### config.mk
export PLATFORM = sky130hd
export DESIGN_NAME = div_sequencer
export DESIGN_NICKNAME = d
export VERILOG_FILES = /design/src/rtl/div_sequencer_pkg.sv /design/src/rtl/div_step.sv /design/src/rtl/div_sequencer.sv
export SDC_FILE = /design/constraint.sdc
export NUM_CORES = 1
export LEC_CHECK = 0
export CAP_MARGIN = 0
export CELL_PAD_IN_SITES_DETAIL_PLACEMENT = 1
export CELL_PAD_IN_SITES_GLOBAL_PLACEMENT = 2
export CORE_MARGIN = 10
export CORE_UTILIZATION = 42
export CTS_CLUSTER_DIAMETER = 150
export DETAILED_ROUTE_END_ITERATION = 10
export DONT_BUFFER_PORTS = 1
export GPL_ROUTABILITY_DRIVEN = 0
export GPL_TIMING_DRIVEN = 0
export PLACE_DENSITY = 0.86
export SYNTH_ARGS = -nofsm -noshare
export SYNTH_HDL_FRONTEND = slang
export SYNTH_SLANG_ARGS = --single-unit
### constraint.sdc
create_clock -name clk -period 15.71 [get_ports clk]
set_clock_uncertainty 0.2 [all_clocks]
set_input_delay 1.571 -clock clk [delete_from_list [all_inputs] [get_ports clk]]
set_output_delay 1.571 -clock clk [all_outputs]
set_load 0.01 [all_outputs]
### src/rtl/div_sequencer_pkg.sv
// div_sequencer_pkg: alucodes, sequencer states and op decode helpers.
package div_sequencer_pkg;
  localparam logic [4:0] ALU_ADD  = 5'd0;
  localparam logic [4:0] ALU_DIV  = 5'd20;
  localparam logic [4:0] ALU_DIVU = 5'd21;
  localparam logic [4:0] ALU_REM  = 5'd22;
  localparam logic [4:0] ALU_REMU = 5'd23;
  typedef enum logic [1:0] {IDLE = 2'd0, CALC = 2'd1, DONE = 2'd2} state_t;
  function automatic logic is_div_op(input logic [4:0] code);
    return code == ALU_DIV || code == ALU_DIVU || code == ALU_REM || code == ALU_REMU;
  endfunction
  function automatic logic is_signed_op(input logic [4:0] code);
    return code == ALU_DIV || code == ALU_REM;
  endfunction
  function automatic logic is_rem_op(input logic [4:0] code);
    return code == ALU_REM || code == ALU_REMU;
  endfunction
endpackage

### src/rtl/div_step.sv
// div_step: one combinational radix-2 restoring divide iteration.
module div_step #(
  parameter int XLEN = 32
) (
  input  logic [XLEN:0]   rem,
  input  logic [XLEN-1:0] quo,
  input  logic [XLEN-1:0] divisor,
  output logic [XLEN:0]   rem_next,
  output logic [XLEN-1:0] quo_next
);
  logic [XLEN:0] sh, trial;
  // the shifted partial remainder is always below 2*divisor, so bit XLEN of trial is its sign
  always_comb begin
    sh       = {rem[XLEN-1:0], quo[XLEN-1]};
    trial    = sh - {1'b0, divisor};
    rem_next = trial[XLEN] ? sh : trial;
    quo_next = {quo[XLEN-2:0], ~trial[XLEN]};
  end
endmodule

### src/rtl/div_sequencer.sv
// div_sequencer: multi-cycle DIV/DIVU/REM/REMU unit with early special-case resolution.
module div_sequencer
  import div_sequencer_pkg::*;
#(
  parameter int XLEN  = 32,
  parameter int CNT_W = 5
) (
  input  logic            clk,
  input  logic            rst,
  input  logic            in_valid,
  output logic            in_ready,
  input  logic [4:0]      in_alucode,
  input  logic [XLEN-1:0] in_x,
  input  logic [XLEN-1:0] in_y,
  input  logic            flush,
  output logic            busy,
  output logic            out_valid,
  output logic [XLEN-1:0] out_result
);
  state_t state, nxt;
  logic [CNT_W-1:0] cnt;
  logic [XLEN:0] rem, rem_n;
  logic [XLEN-1:0] quo, quo_n, divisor, ax, ay, spec_res, fin;
  logic is_rem, q_neg, r_neg, sgn, op_rem, accept, y_zero, ovf, special;
  div_step #(.XLEN(XLEN)) u_step (
    .rem(rem), .quo(quo), .divisor(divisor), .rem_next(rem_n), .quo_next(quo_n)
  );
  always_comb begin
    in_ready = state == IDLE && !flush;
    sgn      = is_signed_op(in_alucode);
    op_rem   = is_rem_op(in_alucode);
    accept   = in_valid && in_ready && is_div_op(in_alucode);
    ax       = sgn && in_x[XLEN-1] ? -in_x : in_x;
    ay       = sgn && in_y[XLEN-1] ? -in_y : in_y;
    y_zero   = in_y == '0;
    ovf      = sgn && in_x == {1'b1, {(XLEN-1){1'b0}}} && &in_y;
    special  = y_zero || ovf;
    spec_res = y_zero ? (op_rem ? in_x : '1) : (op_rem ? '0 : in_x);
    fin      = is_rem ? (r_neg ? -rem_n[XLEN-1:0] : rem_n[XLEN-1:0]) : (q_neg ? -quo_n : quo_n);
    nxt      = flush ? IDLE :
               state == IDLE ? (accept ? (special ? DONE : CALC) : IDLE) :
               state == CALC ? (cnt == '0 ? DONE : CALC) : IDLE;
  end
  always_ff @(posedge clk or posedge rst) begin
    if (rst) begin
      state      <= IDLE;
      busy       <= 1'b0;
      out_valid  <= 1'b0;
      out_result <= '0;
      cnt        <= '0;
      rem        <= '0;
      quo        <= '0;
      divisor    <= '0;
      is_rem     <= 1'b0;
      q_neg      <= 1'b0;
      r_neg      <= 1'b0;
    end else begin
      state     <= nxt;
      busy      <= nxt != IDLE;
      out_valid <= nxt == DONE;
      if (accept) begin
        cnt     <= CNT_W'(XLEN - 1);
        rem     <= '0;
        quo     <= ax;
        divisor <= ay;
        is_rem  <= op_rem;
        q_neg   <= sgn && (in_x[XLEN-1] ^ in_y[XLEN-1]);
        r_neg   <= sgn && in_x[XLEN-1];
        if (special) out_result <= spec_res;
      end else if (state == CALC) begin
        rem <= rem_n;
        quo <= quo_n;
        cnt <= cnt - 1'b1;
        if (nxt == DONE) out_result <= fin;
      end
    end
  end
endmodule

==> flow_summary.yaml <==
grt:
  grt_remaining_overflow: 0
  antenna_found_initial: 0
  grt_first_pass_wirelength_mm: 74.5
  number_of_global_route_vias_before_repair: 12401
  grt_usage_pct: 27.1
  grt_max_degree: 72
yosys:
  syn_area_um2: 11700
  ys_seq_area_share_pct: 30.0
  synth_top_flop_cell: "dfrtp_1"
  number_of_nets_in_the_synthesized_netlist: 1615
  ys_seq_elements: 140
  synth_async_sr_flop_share_pct: 100
  edff_count_synth: 0
  avgSynthCellArea_um2: 7.78
  synth.distinct_cells: 81
  synth_warn: 0
  post_synth_inst_count: 1502
sta:
  final.setup.tns_ns: 0
  unrepaired_setup_endpoints_after_global_routing: "false"
  setup-violations-final: 0
  max_slew.worst_pin.slew_ns: 1.29
  final_max_slew_violation_count: 0
  maxClockFrequency_mhz: 139
  final-hold-violation-count: 0
  maxSlewHeadroom_pct: 13.1
  min_period_ns: 7.22
  finalCritPeriodShare_pct: 46.0
  fin_ws_ns: 8.49
worst_setup_path:
  critical_path_peak_fanout: 10
  r2r_cells: 23
  worst_setup_path_start_kind: "flip-flop"
  critPathCaptureType: "flip-flop"
  critical_path_required_ns: 15.83
  r2r_setup_slack_ns: 8.49
  rr_startpoint: "quo[31]$_DFFE_PP0P_"
  worst-endpoint-arrival_ns: 7.34
  crit-reg2reg-capture: "out_result[26]$_DFFE_PP0P_"
  crit_type: "reg -> reg"
floorplanning:
  die_width_um: 187
  floorplan.rows: 60
  floorplan.io_pins: 108
  floorplan.initialDensity_pct: 43.0
  die_area_um2: 34900
  dieHeight_um: 187
  core_area_um2: 27200
pwr:
  p_sw_share_pct: 52.6
  worst_voltage_drop_across_the_vdd_grid_uv: 84.9
  total_switching_power_w: 0.00150
  power.static_leakage_nw: 5.04
  seq_power_share_pct: 22.8
  combinationalPowerShare_pct: 61.8
  p_int_w: 0.00135
  design_power_total_w: 0.00284
  power_density_nw_per_um2: 222
  share_clk_of_total_power_pct: 15.3
placed_design:
  post-place-ws_ns: 8.73
  place.port_buffers: 0
  detailed_place.area_um2: 12200
  dp.final_hpwl_mm: 38.1
clocking:
  cts_setup_buffers: 0
  numCtsBuffers: 17
  clock-sinks: 140
  insertion_delay_ns: 0.45
  cts.path.max_buffers: 2
  clkTransAtPathRegs_ns: 0.06
  clock_tree_from_tritoncts: "built"
  total_of_hold_buffers_inserted_after_clock_tree_synthesis: 0
  ctsResizeCount: 0
  htreeDepth: 4
  ctsRootBufferMaster: "clkbuf_16"
routing:
  drt_total_wl_mm: 48.4
  drt-vias-per-instance: 6.32
  route.vias.total: 12054
  drcViolationCount: 0
  initial_drc_count: 1046
  first_pass_iters: 5
  wl_met3_mm: 3.58
  route.antenna.remaining_nets: 0
  wire_per_inst_um: 25.4
  route.top_layer_used: "met4"
  met2WireLength_mm: 22.1
  m1WireLength_mm: 21.6
final_layout:
  final.fill_count: 3383
  post_route_core_utilization_pct: 47.1
  postLayoutCellArea_um2: 12800
  layout.cells.most_common_list: "184 x nand2_1, 156 x o21ai_0, 140 x dfrtp_1"
  areaGrowthSynthToFinish_pct: 9.52
  drive_above_1_share_pct: 5.15
  commonest_non_fill_non_tap_cell_in_the_layout: "nand2_1"
  nNetsFinal: 1635
min_path:
  worst_hold_path.num_cells: 2
  hold_path.class: "reg -> reg"
  min_delay_worst_endpoint: "divisor[30]$_DFFE_PP0P_"
  hold_path_startpoint: "divisor[30]$_DFFE_PP0P_"
job:
  cap_viol_max_count: 0
status:
  run_status: "completed"
## power groups by stage
stage / clock network, W / registers (W) / logic, W
final: 0.000436 / 0.000649 / 0.00176
after global routing: 0.000454 / 0.000664 / 0.00191
after CTS: 0.000438 / 0.000647 / 0.00172
after detailed placement: 0 / 0.000652 / 0.00171
after global placement: 0 / 0.000648 / 0.00168
after floorplan: 0 / 0.000582 / 0.00124
## flip-flops by register name (all words and copies together), names as in the netlist
name and count:
busy 1, cnt 5, divisor 32, is_rem 1
out_result 32, out_valid 1, q_neg 1, quo 32
r_neg 1, rem 32, state 2
## worst max-delay path: stages, from the launching register on
cell and delay (ns):
dfrtp_1 0.59, inv_1 0.09, ha_1 0.26, fa_1 0.44
nand2b_1 0.20, a211oi_2 0.53, o21ai_2 0.15, a211oi_2 0.43
o21a_1 0.18, buf_6 0.16, nor2_1 0.10, inv_2 0.26
clkbuf_1 0.48, nor2_1 0.09, a21oi_1 0.33, ha_1 0.27
inv_1 0.11, or3_1 0.44, or4_1 0.46, o32ai_2 0.28
nand2_1 0.17, o41ai_1 0.46, xnor2_1 0.27, a21oi_1 0.12
## cell families after synthesis
| family | count (synthesis) | synth area share (%) |
|---|---|---|
| and+or+nand+nor | 507 | 20.7 |
| adders and majority gates | 40 | 4.35 |
| muxes | 21 | 1.85 |
| AOI/OAI and AO/OA | 503 | 27.3 |
| DFF | 140 | 30.0 |
| buffers and inverters | 146 | 4.96 |
| xor gates and xnor gates | 145 | 10.9 |
## cell type report
class                           count  area [µm²]  area share, %
Antenna cell                        1        2.50         0.0196
Buffer                             83         343           2.68
Clock buffer                       22         474           3.71
Clock inverter                     10         138           1.08
Inverter                           63         241           1.89
Multi-Input combinational cell   1216        7600           59.4
Sequential cell                   140        3500           27.4
Tap cell                          372         465           3.64
Timing Repair Buffer                1        27.5          0.215
## routing by layer
| metal | GRT usage (%) | vias up |
|---|---|---|
| met2 | 43.1 | 467 |
| met5 | 0 | - |
| met4 | 7.41 | 0 |
| li1 | - | 5517 |
| met1 | 36.3 | 5998 |
| met3 | 5.79 | 72 |
## how the worst max path moves through the flow
stage                              from                         end  slack (ns)
CTS                 quo[31]$_DFFE_PP0P_  out_result[26]$_DFFE_PP0P_        8.69
global placement                    rst     divisor[10]$_DFFE_PP0P_        8.38
finish              quo[31]$_DFFE_PP0P_  out_result[26]$_DFFE_PP0P_        8.49
global route        quo[31]$_DFFE_PP0P_  out_result[28]$_DFFE_PP0P_        8.16
detailed placement  quo[31]$_DFFE_PP0P_  out_result[26]$_DFFE_PP0P_        8.73
floorplan                           rst              busy$_DFF_PP0_       10.19
## metrics by stage
step | hold slack, ns | std cells
finish | 0.284 | 1908
global route | 0.319 | 1907
CTS | 0.290 | 1907
detailed placement | 0.275 | 1875
global placement | 0.264 | 1874
floorplan | 0.250 | 1502
## cell usage after synthesis, drive strengths merged (4+ instances only)
master   number  area (µm²)
nand2       185         697
o21ai       167         855
dfrtp       140        3500
a21oi       129         646
nor2        110         413
xnor2        77         674
xor2         68         596
inv          62         233
clkbuf       61         229
nand3        51         255
ha           39         488
o31ai        34         255
nor3         31         160
a31oi        30         188
or3          23         144
buf          22         114
nor4         20         146
a22oi        18         135
a211oi       17         138
mux2i        16         160
nand4        16         100
or4          16         131
o211ai       14         105
o41ai        14         130
and2         11        68.8
nand2b       11        68.8
a21o          9        67.6
o221ai        9        78.8
or2           9        56.3
a221oi        7        61.3
o21a          7        52.6
a2111oi       6        77.6
and3          5        31.3
mux2          5        56.3
nor2b         5        31.3
a211o         4        35.0
nand4b        4        35.0
o2111ai       4        35.0
o311ai        4        35.0
Power figures use the tool's default switching activity.
